--- src/rtl/matrix_frame_arbiter.sv ---
// matrix_frame_arbiter
// Round-robin frame arbiter and serialiser for the 8x8 serial LED matrix.
// It grants one of two frame sources, latches that source's bitmap and colour
// words, then drives a start frame, 64 snake-ordered LED words, an end frame
// and an idle gap onto the strip clock/data pair.
//
// Ports
//   clk                 system clock, rising edge
//   reset_n             asynchronous active-low reset
//   req[1:0]            frame request per source, held until granted
//   bitmap0/1[63:0]     pixel bitmaps, pixel i is bitmapN[63-i]
//   fg0/1[31:0]         colour word for lit pixels
//   bg0/1[31:0]         colour word for unlit pixels
//   grant[1:0]          one-hot one-cycle grant pulse (inputs latched then)
//   busy                high from the grant cycle to the last gap cycle
//   frame_done          one-cycle pulse after the last end-frame bit
//   strip_clk           LED strip clock
//   strip_data          LED strip data
module matrix_frame_arbiter #(
   parameter int unsigned GAP_CYCLES = 100
) (
   input  logic        clk,
   input  logic        reset_n,
   input  logic [1:0]  req,
   input  logic [63:0] bitmap0,
   input  logic [63:0] bitmap1,
   input  logic [31:0] fg0,
   input  logic [31:0] fg1,
   input  logic [31:0] bg0,
   input  logic [31:0] bg1,
   output logic [1:0]  grant,
   output logic        busy,
   output logic        frame_done,
   output logic        strip_clk,
   output logic        strip_data
);

   localparam int unsigned START_BITS = 32;
   localparam int unsigned END_BITS   = 64;
   localparam int unsigned WORD_BITS  = 32;
   localparam int unsigned NUM_LEDS   = 64;
   localparam int unsigned GAP_W      = (GAP_CYCLES > 1) ? $clog2(GAP_CYCLES) : 1;
   localparam logic [GAP_W-1:0] GAP_LAST =
      GAP_W'((GAP_CYCLES == 0) ? 32'd0 : GAP_CYCLES - 1);

   typedef enum logic [2:0] {
      S_IDLE,
      S_START,
      S_PIXELS,
      S_END,
      S_GAP
   } state_t;

   state_t           state_q, state_d;
   logic             phase_q, phase_d;
   logic [5:0]       bit_q, bit_d;
   logic [5:0]       led_q, led_d;
   logic [GAP_W-1:0] gap_q, gap_d;
   logic             last_q, last_d;
   logic [63:0]      bitmap_q;
   logic [31:0]      fg_q, bg_q;

   logic             latch_en;
   logic             sel;
   logic [1:0]       grant_d;
   logic             busy_d, done_d, sclk_d, sdata_d;

   logic [2:0]       row_d, col_d;
   logic [5:0]       pix_d;
   logic [31:0]      word_d;
   logic             pix_bit_d;

   // State and output registers; all outputs leave straight from flops.
   always_ff @(posedge clk or negedge reset_n) begin
      if (!reset_n) begin
         state_q    <= S_IDLE;
         phase_q    <= 1'b0;
         bit_q      <= '0;
         led_q      <= '0;
         gap_q      <= '0;
         last_q     <= 1'b1;
         bitmap_q   <= '0;
         fg_q       <= '0;
         bg_q       <= '0;
         grant      <= '0;
         busy       <= 1'b0;
         frame_done <= 1'b0;
         strip_clk  <= 1'b0;
         strip_data <= 1'b0;
      end else begin
         state_q    <= state_d;
         phase_q    <= phase_d;
         bit_q      <= bit_d;
         led_q      <= led_d;
         gap_q      <= gap_d;
         last_q     <= last_d;
         grant      <= grant_d;
         busy       <= busy_d;
         frame_done <= done_d;
         strip_clk  <= sclk_d;
         strip_data <= sdata_d;
         if (latch_en) begin
            bitmap_q <= sel ? bitmap1 : bitmap0;
            fg_q     <= sel ? fg1 : fg0;
            bg_q     <= sel ? bg1 : bg0;
         end
      end
   end

   // Next state, counters and next output values.
   always_comb begin
      state_d  = state_q;
      phase_d  = phase_q;
      bit_d    = bit_q;
      led_d    = led_q;
      gap_d    = gap_q;
      last_d   = last_q;
      latch_en = 1'b0;
      sel      = 1'b0;
      grant_d  = 2'b00;
      busy_d   = busy;
      done_d   = 1'b0;

      case (state_q)
         S_IDLE: begin
            if (req != 2'b00) begin
               // Contention goes to the source not granted last.
               sel      = (req == 2'b11) ? ~last_q : req[1];
               latch_en = 1'b1;
               last_d   = sel;
               grant_d  = sel ? 2'b10 : 2'b01;
               busy_d   = 1'b1;
               state_d  = S_START;
               phase_d  = 1'b0;
               bit_d    = '0;
               led_d    = '0;
            end
         end

         S_START: begin
            phase_d = ~phase_q;
            if (phase_q) begin
               if (bit_q == 6'(START_BITS - 1)) begin
                  bit_d   = '0;
                  state_d = S_PIXELS;
               end else begin
                  bit_d = bit_q + 6'd1;
               end
            end
         end

         S_PIXELS: begin
            phase_d = ~phase_q;
            if (phase_q) begin
               if (bit_q == 6'(WORD_BITS - 1)) begin
                  bit_d = '0;
                  if (led_q == 6'(NUM_LEDS - 1)) begin
                     led_d   = '0;
                     state_d = S_END;
                  end else begin
                     led_d = led_q + 6'd1;
                  end
               end else begin
                  bit_d = bit_q + 6'd1;
               end
            end
         end

         S_END: begin
            phase_d = ~phase_q;
            if (phase_q) begin
               if (bit_q == 6'(END_BITS - 1)) begin
                  bit_d  = '0;
                  done_d = 1'b1;
                  if (GAP_CYCLES == 0) begin
                     state_d = S_IDLE;
                     busy_d  = 1'b0;
                  end else begin
                     state_d = S_GAP;
                     gap_d   = '0;
                  end
               end else begin
                  bit_d = bit_q + 6'd1;
               end
            end
         end

         S_GAP: begin
            if (gap_q == GAP_LAST) begin
               gap_d   = '0;
               state_d = S_IDLE;
               busy_d  = 1'b0;
            end else begin
               gap_d = gap_q + GAP_W'(1);
            end
         end

         default: begin
            state_d = S_IDLE;
            busy_d  = 1'b0;
         end
      endcase

      // Snake wiring: even rows run right-to-left across the bitmap.
      row_d     = led_d[5:3];
      col_d     = led_d[2:0];
      pix_d     = row_d[0] ? {row_d, col_d} : {row_d, ~col_d};
      word_d    = bitmap_q[~pix_d] ? fg_q : bg_q;
      pix_bit_d = word_d[~bit_d[4:0]];

      // Line levels follow the position being entered; idle and gap stay low.
      sclk_d  = (state_d inside {S_START, S_PIXELS, S_END}) && phase_d;
      sdata_d = (state_d == S_PIXELS) && pix_bit_d;
   end

endmodule

--- config.mk ---
export PLATFORM = sky130hd
export DESIGN_NAME = matrix_frame_arbiter
export DESIGN_NICKNAME = d
export VERILOG_FILES = /design/src/rtl/matrix_frame_arbiter.sv
export SDC_FILE = /design/constraint.sdc
export NUM_CORES = 1
export LEC_CHECK = 0
export CORE_MARGIN = 2
export CORE_UTILIZATION = 49
export DETAILED_ROUTE_END_ITERATION = 16
export PLACE_DENSITY = 0.92
export SLEW_MARGIN = 15
export SYNTH_ARGS = -nofsm -noshare
export SYNTH_HDL_FRONTEND = slang
export SYNTH_SLANG_ARGS = --single-unit
--- constraint.sdc ---
create_clock -name clk -period 5.7 [get_ports clk]
set_clock_uncertainty 0.2 [all_clocks]
set_input_delay 1.14 -clock clk [delete_from_list [all_inputs] [get_ports clk]]
set_output_delay 1.14 -clock clk [all_outputs]
set_load 0.01 [all_outputs]
Word-level counts from Yosys, hierarchy flattened
Cells that the tools add are included.
W data, S select, Z words.
- output and inout port bits: 6
- flip-flop bits (word level): 158
- memories kept: 0
- RAM bits: 0
- input bits: 260
- logic and storage cells: 106
- bits in latches: 0
- memory bits (read-only): 0
- $add $sub $neg: 3
- bitwise operators: 6
- equal/unequal tests: 17
- $lt $le $gt $ge: 2
- reductions and logical operators: 13
- divide/modulo/power cells: 0
- shift operators: 0
- multiply operators: 0
- mux-type cells: 50
- operators with widths (operator ; count):
    $mux W32 ; 3
    $mux W64 ; 1
    $mux W6 ; 9
    $mux W3 ; 9
    $mux W7 ; 3
    $pmux W6 S3 ; 1
    $pmux W3 S5 ; 1
    $pmux W7 S2 ; 1
    $mux W1 ; 13
    $add A6 B1 Y6 const B ; 2
    $eq A3 B2 Y1 const B ; 4
    $eq A6 B6 Y1 const B ; 2
    $pmux W6 S2 ; 1
    $ne A2 B2 Y1 const B ; 4
    $add A7 B1 Y7 const B ; 1
    $eq A7 B7 Y1 const B ; 1
    $lt A6 B7 Y1 const B ; 1
    $bmux W1 S6 ; 1
    $eq A3 B1 Y1 const B ; 2
    $eq A6 B5 Y1 const B ; 1
    $lt A5 B6 Y1 const B ; 1
    $mux W2 ; 3
    $not A6 Y6 ; 1
    $reduce_and A3 Y1 ; 2
    18 further kinds ; 23

Logic depth before layout (Yosys ltp)
Gate-level depths: netlist of the first run.
- depth in word-level cells: 14
- depth in mapped cells: 20
- gate-level depth less buffers: 16

Least setup slack after synthesis of the first run
OpenSTA, ideal clock, no wires.
- kind: input to register
- start: input port req[1]
- end: register strip_data
- path buffers: 2
- arrival time: 4.728 ns
- library setup time: 0.068 ns
- required time: 5.432 ns
- stages: 16
- path slack: 0.704 ns
- cell sequence: nor2_1 -> a211o_1 -> a221oi_1 -> buf_2 -> a21oi_2 -> mux2i_1 -> nor2b_1 -> a2111oi_0 -> a2111o_1 -> nand2_1 -> buf_4 -> mux2i_1 -> a2111oi_0 -> nand4_1 -> nand4_1 -> and4bb_1
- cells in the longest elaborated chain, start to end: 12
- elaborated cells between the ends (all ways): 18
- classes of those cells: 1 x eq/ne; 12 x mux; 3 x bitwise; 2 x reduce/logical
- ends and longest elaborated chain (item ; line ; text):
    start, declared ; 24 ; input logic [1:0] req,
    $reduce_bool A2 Y1 * ; 126 ; if (req != 2'b00) begin
    $mux W6 ; 126 ;
    $pmux W6 S2 ; 124 ; case (state_q)
    $not A3 Y3 ; 207 ; pix_d = row_d[0] ? {row_d, col_d} : {row_d, ~col_d};
    $mux W4 ; 207 ;
    $not A6 Y6 ; 208 ; word_d = bitmap_q[~pix_d] ? fg_q : bg_q;
    $bmux W1 S6 ; 208 ;
    $mux W1 (not written as such) ; 208 ;
    $mux W32 ; 208 ;
    $bmux W1 S5 ; 209 ; pix_bit_d = word_d[~bit_d[4:0]];
    $mux W1 (not written as such) ; 209 ;
    $logic_and A1 B1 Y1 * ; 213 ; sdata_d = (state_d == S_PIXELS) && pix_bit_d;
    named net sdata_d ; 66 ; logic busy_d, done_d, sclk_d, sdata_d;
    end signal, assigned ; 101 ; strip_data <= sdata_d;
    end, declared ; 35 ; output logic strip_data
Mark *: on every way through the listed nets, which the timed path passes. The rest lies on a longest branch. The select of a mux whose other input is x is not followed.
A chain may end at the register's enable or synchronous reset.

Worst setup path in the final report of the first run
Same ends and word-level chain as after synthesis.

==> impl_summary.txt, run 1 <==
----------------------------------------------------
[Yosys]
  Post-synthesis compound-gate area fraction ... 19.23%
  Gate count of the mapped netlist ... 992
  Share of synthesized cell area in and, or, nand and nor gates ... 14.29%
  Combinational family with the most area after synthesis ... multiplexers
  Yosys warnings ... 0
  Flops & latches, synth ... ~160
  Portion of netlist area occupied by mux cells ... 19.84%
  Area of the mapped netlist ... 9188 sq um
  Share of synthesized cell area in full adder, half adder and majority cells ... less than 1%
  Mean area per synthesized cell ... 9.262 sq um
  Number of enable flip-flop cells after synthesis ... 0
  Xor and xnor area share after synthesis ... 0.09533%
  Async set-reset flop share out of synthesis ... 100.0%
  Post-synthesis sequential area ratio ... 43.05%
  Synthesized Nets ... roughly 1300
  Synth Flop Type ... dfrtp_1
  Netlist cell types ... between 60 and 70

[Outcome]
  Outcome ... complete, no violations

[Min path]
  Class of the most critical hold timing path ... reg2reg

[Clock tree]
  Clock Latency Late Sink ... 0.43 ns
  Post_cts resized ... 0
  CTS tree ... yes
  Clock buffers created by TritonCTS ... 17
  Clock transition at the register clock pins on the worst setup and hold paths after CTS ... 0.06 ns
  TritonCTS Sinks ... around 160
  Clock root buffer ... clkbuf_16
  Cts hold-fix bufs ... 0
  Setup fix buffers added after clock tree synthesis ... 0
  Maximum number of buffers from clock root to sink ... 2
  H-tree depth ... 4

[Global routing]
  Pin count of the biggest net entering global routing ... 135
  Final global-route overflow total ... 0
  Global-route met3 utilization ... approximately 5.8%
  Wire length of the first global-routing pass ... 43700 microns
  Vias in the first global route ... 8500
  GR peak layer ... met2
  Initial antenna violation count ... 1
  Met1 usage ... 37.66%
  Total Routing Usage GR ... 28.01%
  Global routing usage on met2 ... between 40% and 50%

[Power]
  Leakage Power ... 5.186 nW
  Power share of the sequential group ... a little under half
  IR drop worst, VDD ... ~160 uV
  Part of the power in combinational logic ... 13.9%
  Power per unit of standard cell area ... ~210 nW/um^2
  Net switching fraction of the power ... 25.60%
  P_sw ... 0.0006979 W
  Power Internal ... around 0.002 W
  Proportion of power drawn by the clock network ... 39.5%

[Drt]
  Vias ... 8789
  Antenna Violating Nets Remaining ... 0
  DRC marker count from the first detailed-route iteration ... 938
  DRC violation count after routing ... 0
  WL/cell ... 18.55 microns
  Router iterations before antenna repair ... 5
  Overall routed net length ... 27730 microns
  Number of vias per cell after detailed routing ... 5.879

[STA]
  Final-layout worst hold slack ... 0.2830 ns
  Clock period minus final worst setup slack ... 5.412 ns
  Final period utilization ... between 90% and 100%
  Fmax ... 0.1848 GHz
  Final slew viol count ... 0
  Number of endpoints with negative hold slack in the final report ... 0
  Measured slew at the worst slew-check pin ... 0.6987 ns
  Setup repair after global routing missed its margin ... no
  TNS Setup ... 0 ns
  Headroom to the max-slew limit ... 52.22%
  # setup viols final ... 0

[Layout]
  Final Core Density ... 68.64%
  Most frequent standard cell in the layout excluding fill and tap cells ... clkdlybuf4s50_1
  Number of fill cells ... 1400
  Register area ... between 3000 and 4000 sq um
  Area added between synthesis and finish ... 38.81%
  Post-layout net count ... approximately 1500
  Top library cells by usage in the layout, fill and taps aside ... clkdlybuf4s50_1, nand2_1, o21ai_0
  Share of final-layout standard cells stronger than drive strength 1 ... approximately 7.7%
  Multi-input gate area in the final layout ... just under 5000 sq um
  Antenna diode count ... 0
  Number of standard cells in the final layout excluding fillers ... 1495

[Place]
  # port buffers ... 265
  Half-perimeter wire length of the detailed placement result ... 21440 microns
  Placed Cells incl. Taps ... 1463
  Global placer's final weighted congestion ... roughly 0.99

[Critical path]
  Worst-path fanout max ... 6
  Max incr delay on CP ... roughly 0.5 ns
  Nature of the critical path startpoint ... primary input
  Critical path, cell by cell ... clkdlybuf4s50_1 > nor2_1 > a211o_1 > a221oi_1 > buf_4 > nor3_1 > buf_4 > mux2i_1 > o22ai_1 > o21ai_0 > nand3_1 > a32oi_4 > mux2i_1 > a2111o_1 > o311ai_1 > a211oi_1 > and4bb_1
  Arrival time reported for the critical path endpoint ... 5.54 ns
  Critical path start-end classification ... in2reg
  Kind of end point of the critical path ... flop
  Slowest cell on the critical path ... clkdlybuf4s50_1
  Data required time at the worst endpoint ... 5.82 ns

[Floorplanning]
  Top-level I/O count ... 266
  Area of the placeable core ... 18580 sq um
  Horiz. Die Dim ... 140.9 microns
  FP Rows ... 50
  Area enclosed by the die boundary ... roughly 20000 sq um
  Initial Util ... 49.45%
  Height of the chip ... around 140 microns

[Run]
  Max-cap violations ... 0

----------------------------------------------------
==> registers in the layout, summed over array words and instances (netlist names) <==
register,flops
state_q,3
strip_data,1
busy,1
gap_q,7
bg_q,32
phase_q,1
led_q,6
grant,2
bitmap_q,64
fg_q,32
bit_q,6
strip_clk,1
last_q,1
frame_done,1
==> Yosys cell counts, drive strengths merged (13+ instances only) <==
| master | instances | share of area [%] |
|---|---|---|
| a21oi | 20 | 1.2 |
| buf | 13 | 0.72 |
| clkbuf | 48 | 2.0 |
| mux2 | 17 | 2.1 |
| nor2 | 32 | 1.3 |
| nand3 | 26 | 1.4 |
| mux2i | 163 | 18 |
| o21ai | 164 | 8.9 |
| nand2 | 172 | 7.1 |
| dfrtp | 157 | 43 |
| o22ai | 20 | 1.4 |
==> metal layers <==
metal / vias to the layer above / share of wire, %
li1: 4154 / -
met1: 4192 / 42
met2: 390 / 49
met3: 51 / 7.3
met4: 2 / 2.0
met5: - / 0.040
==> path summary, 6_finish.rpt <==
| kind | from | end | slack, ns | cells past startpoint |
|---|---|---|---|---|
| worst max-delay path | req[1] | strip_data | 0.29 | 17 |
| worst min-delay path | bg_q[0] | bg_q[0] | 0.28 | 2 |
| worst max register to register | bit_q[0] | strip_data | 0.57 | 17 |
| worst min register to register | bg_q[0] | bg_q[0] | 0.28 | 2 |
| max in group asynchronous | reset_n | bg_q[12] | 3.76 | 2 |
| min in group asynchronous | reset_n | bitmap_q[13] | 0.49 | 1 |
==> per-stage QoR <==
| step | worst slack [ns] | cell area [sq um] | power [W] |
|---|---|---|---|
| 2_1_floorplan | 0.7042 | 9188 | 0.001389 |
| 3_3_place_gp | 0.1100 | 12200 | 0.001652 |
| 3_5_place_dp | -0.05390 | 12200 | 0.001665 |
| 4_1_cts | 0.3739 | 12750 | 0.002740 |
| 5_1_grt | 0.05716 | 12750 | 0.002829 |
| 6_report | 0.2876 | 12750 | 0.002726 |
==> critical path: cells and delay by family <==
family          cells  cell delay, ns
compound gates      8            2.19
buf+inv             3            0.90
mux                 2            0.65
simple gates        4            0.64
==> final cells by class <==
| class | instances | share of cell area, % |
|---|---|---|
| flip-flops and latches | 158 | 31.01 |
| well taps | 234 | 2.296 |
| multi-input cells | 763 | 38.88 |
| clock buffers | 20 | 3.581 |
| repair buffers | 298 | 23.14 |
| inverters | 10 | 0.2943 |
| clock inverters | 12 | 0.7947 |
==> kinds of logic after synthesis <==
group	after synthesis
simple gates	291
compound gates	288
xor+xnor	1
mux	180
flops	158
fa+ha+maj	3
buf+inv	71
==> power by group through the flow <==
| stage | Sequential (W) | Clock [W] | Combinational [W] |
|---|---|---|---|
| 2_1_floorplan | 0.00125 | 0 | 0.000138 |
| 3_3_place_gp | 0.00129 | 0 | 0.000366 |
| 3_5_place_dp | 0.00128 | 0 | 0.000380 |
| 4_1_cts | 0.00127 | 0.00109 | 0.000381 |
| 5_1_grt | 0.00128 | 0.00114 | 0.000418 |
| 6_report | 0.00127 | 0.00108 | 0.000378 |
Power figures use the tool's default switching activity.
==> run 2: changes to the inputs <==
REMOVE_ABC_BUFFERS = 1   (was not set)
==> run 2 against run 1 <==
  * Die area unchanged
  * Clock power about the same
  * Sequential power about the same
  * Register-to-register slack about the same
  * Sequential cell count unchanged
  * Power up 0.97%
  * Critical path type unchanged
  * Largest power group unchanged
  * Hold slack better by 0.0017 ns
  * Sequential share of layout area up 0.073 points
==> impl_summary.txt, run 2 (synthesized netlist as in run 1, its figures left out) <==
----------------------------------------------------
[Critical path]
  Arrival time reported for the critical path endpoint ... 5.64 ns (+0.10 ns)
  Data required time at the worst endpoint ... 5.87 ns (+0.05 ns)
  Critical path start-end classification ... in2reg
  Kind of end point of the critical path ... flop
  Nature of the critical path startpoint ... primary input
  Worst-path fanout max ... 11 (+5)

[Drt]
  Router iterations before antenna repair ... 7 (+2)
  DRC marker count from the first detailed-route iteration ... 708 (-25%)
  Vias ... 8681 (-1.2%)
  DRC violation count after routing ... 0 (unchanged)
  Number of vias per cell after detailed routing ... 5.818 (-1.0%)
  Antenna Violating Nets Remaining ... 0 (unchanged)
  Overall routed net length ... 26880 microns (-3.1%)
  WL/cell ... 18.02 microns (-2.9%)

[Layout]
  Number of fill cells ... 1428 (+2.0%)
  Number of standard cells in the final layout excluding fillers ... 1492 (-0.20%)
  Max FFs per register ... 64 (unchanged)
  Most frequent standard cell in the layout excluding fill and tap cells ... clkdlybuf4s50_1
  Registers with the highest flip-flop counts ... bitmap_q x64, bg_q x32, fg_q x32
  Post-layout net count ... 1508 (-0.20%)
  Top library cells by usage in the layout, fill and taps aside ... clkdlybuf4s50_1, nand2_1, o21ai_0
  Largest Register ... bitmap_q
  Area added between synthesis and finish ... 38.49%
  Antenna diode count ... 0 (unchanged)
  Share of final-layout standard cells stronger than drive strength 1 ... 7.472% (-0.22 points)

[Clock tree]
  Cts hold-fix bufs ... 0 (unchanged)
  CTS tree ... yes
  Clock Latency Late Sink ... 0.44 ns (about the same)
  TritonCTS Sinks ... 158 (unchanged)
  Clock buffers created by TritonCTS ... 17 (unchanged)
  H-tree depth ... 4 (unchanged)
  Clock transition at the register clock pins on the worst setup and hold paths after CTS ... 0.07 ns (about the same)
  Setup fix buffers added after clock tree synthesis ... 0 (unchanged)
  Post_cts resized ... 0 (unchanged)
  Maximum number of buffers from clock root to sink ... 2 (unchanged)
  Clock root buffer ... clkbuf_16

[Floorplanning]
  Horiz. Die Dim ... 140.9 microns (unchanged)
  FP Rows ... 50 (unchanged)
  Area enclosed by the die boundary ... 19860 sq um (unchanged)
  Area of the placeable core ... 18580 sq um (unchanged)
  Height of the chip ... 140.9 microns (unchanged)
  Initial Util ... 49.45% (unchanged)
  Top-level I/O count ... 266 (unchanged)

[Power]
  Power after layout ... 0.002753 W (+0.97%)
  Proportion of power drawn by the clock network ... 40.4% (+0.9 points)
  IR drop worst, VDD ... 149.6 uV (-7.9%)
  Leakage Power ... 5.166 nW (-0.38%)
  Net switching fraction of the power ... 26.38% (+0.78 points)
  Power share of the sequential group ... 45.9% (-0.7 points)
  Part of the power in combinational logic ... 13.8% (about the same)
  Power Internal ... 0.002027 W (about the same)
  P_sw ... 0.0007263 W (+4.1%)
  Power per unit of standard cell area ... 216.4 nW/um^2 (+1.2%)

[Global routing]
  Wire length of the first global-routing pass ... 43400 microns (-0.68%)
  Initial antenna violation count ... 1 (unchanged)
  Vias in the first global route ... 8580 (+0.94%)
  Total Routing Usage GR ... 27.49% (-0.52 points)
  Pin count of the biggest net entering global routing ... 137 (+1.5%)
  Final global-route overflow total ... 0 (unchanged)

[STA]
  Final slew viol count ... 0 (unchanged)
  Measured slew at the worst slew-check pin ... 0.7766 ns (+0.07792 ns)
  # setup viols final ... 0 (unchanged)
  Setup repair after global routing missed its margin ... no
  Fmax ... 0.1831 GHz (-0.92%)
  Headroom to the max-slew limit ... 48.12% (-4.1 points)
  Clock period minus final worst setup slack ... 5.463 ns (+0.05017 ns)
  Final period utilization ... 95.83% (+0.88 points)
  Number of endpoints with negative hold slack in the final report ... 0 (unchanged)

[Run]
  Max-cap violations ... 0 (unchanged)

[Min path]
  Class of the most critical hold timing path ... reg2reg

[Place]
  Placed Cells incl. Taps ... 1460 (-0.21%)
  # port buffers ... 265 (unchanged)
  Half-perimeter wire length of the detailed placement result ... 20470 microns (-4.5%)
  Global placer's final weighted congestion ... 0.9541 (-3.6%)

[Outcome]
  Outcome ... complete, no violations

----------------------------------------------------
[run 2: cell types whose count changed in the layout (fill, tap and decap cells not counted)]
| cell | before | now |
|---|---|---|
| buf_12 | 4 | 3 |
| clkinv_2 | 2 | 1 |
| inv_8 | 2 | 5 |
| clkinv_4 | 3 | 1 |
| clkbuf_8 | 2 | 1 |
| buf_4 | 29 | 27 |
| clkinvlp_4 | 1 | 2 |
[run 2: worst paths after layout]
check                      depth (start not counted)           end  slack [ns]      from
setup reg to reg                                  18    strip_data        0.58  bit_q[0]
max in group asynchronous                          2  bitmap_q[20]        3.68   reset_n
setup / recovery                                  18    strip_data        0.24    req[1]
hold / removal                                     1      gap_q[6]        0.28  gap_q[6]
min in group asynchronous                          1   bitmap_q[7]        0.47   reset_n
hold reg to reg                                    1      gap_q[6]        0.28  gap_q[6]
[run 2: metrics by stage]
step	instance area [sq um]	util [%]	hold slack, ns	setup WS, ns	TNS [ns]
floorplan	8941	-	0.2422	-9.428	-1210.15
global placement	12160	65.45	0.2595	0.1040	0
detailed placement	12160	65.45	0.2769	-0.02842	-0.02842
CTS	12720	68.48	0.2857	0.4219	0
global route	12720	68.48	0.3170	0.05995	0
finish	12720	68.48	0.2847	0.2374	0
[run 2: critical path, cell delays in order]
cell	delay, ns
clkdlybuf4s50_1	0.51
nor2_1	0.08
a211o_1	0.32
a221oi_1	0.49
buf_4	0.27
nor3_1	0.09
buf_4	0.18
mux2i_1	0.35
o22ai_1	0.15
o21ai_0	0.31
nand3_1	0.23
nand2_1	0.24
buf_4	0.25
a211oi_1	0.10
a2111oi_0	0.43
nand4_1	0.17
nand4_1	0.14
and4bb_1	0.19
[run 2: power by group through the flow]
stage | Combinational [W] | Sequential [W] | Clock [W]
2_1_floorplan | 0.000135 | 0.00125 | 0
3_3_place_gp | 0.000365 | 0.00128 | 0
3_5_place_dp | 0.000381 | 0.00128 | 0
4_1_cts | 0.000382 | 0.00126 | 0.00112
5_1_grt | 0.000420 | 0.00127 | 0.00116
6_report | 0.000379 | 0.00126 | 0.00111
[run 2: layer usage]
metal,GRT usage [%],wire length [microns],vias to the layer above
li1,-,-,4157
met1,36.16,11290,4101
met2,46.16,13340,368
met3,5.673,1689,55
met4,8.158,569,0
met5,0,0,-
[run 2: area by class of cell]
| cell class | instances | area [sq um] | area share [%] |
|---|---|---|---|
| sequential | 158 | 3955 | 31.08 |
| clock buffer | 19 | 442.9 | 3.481 |
| timing repair buffer | 295 | 2917 | 22.92 |
| inverter | 10 | 37.54 | 0.2950 |
| multi-input combinational | 763 | 4959 | 38.97 |
| clock inverter | 13 | 120.1 | 0.9440 |
| tap | 234 | 292.8 | 2.301 |
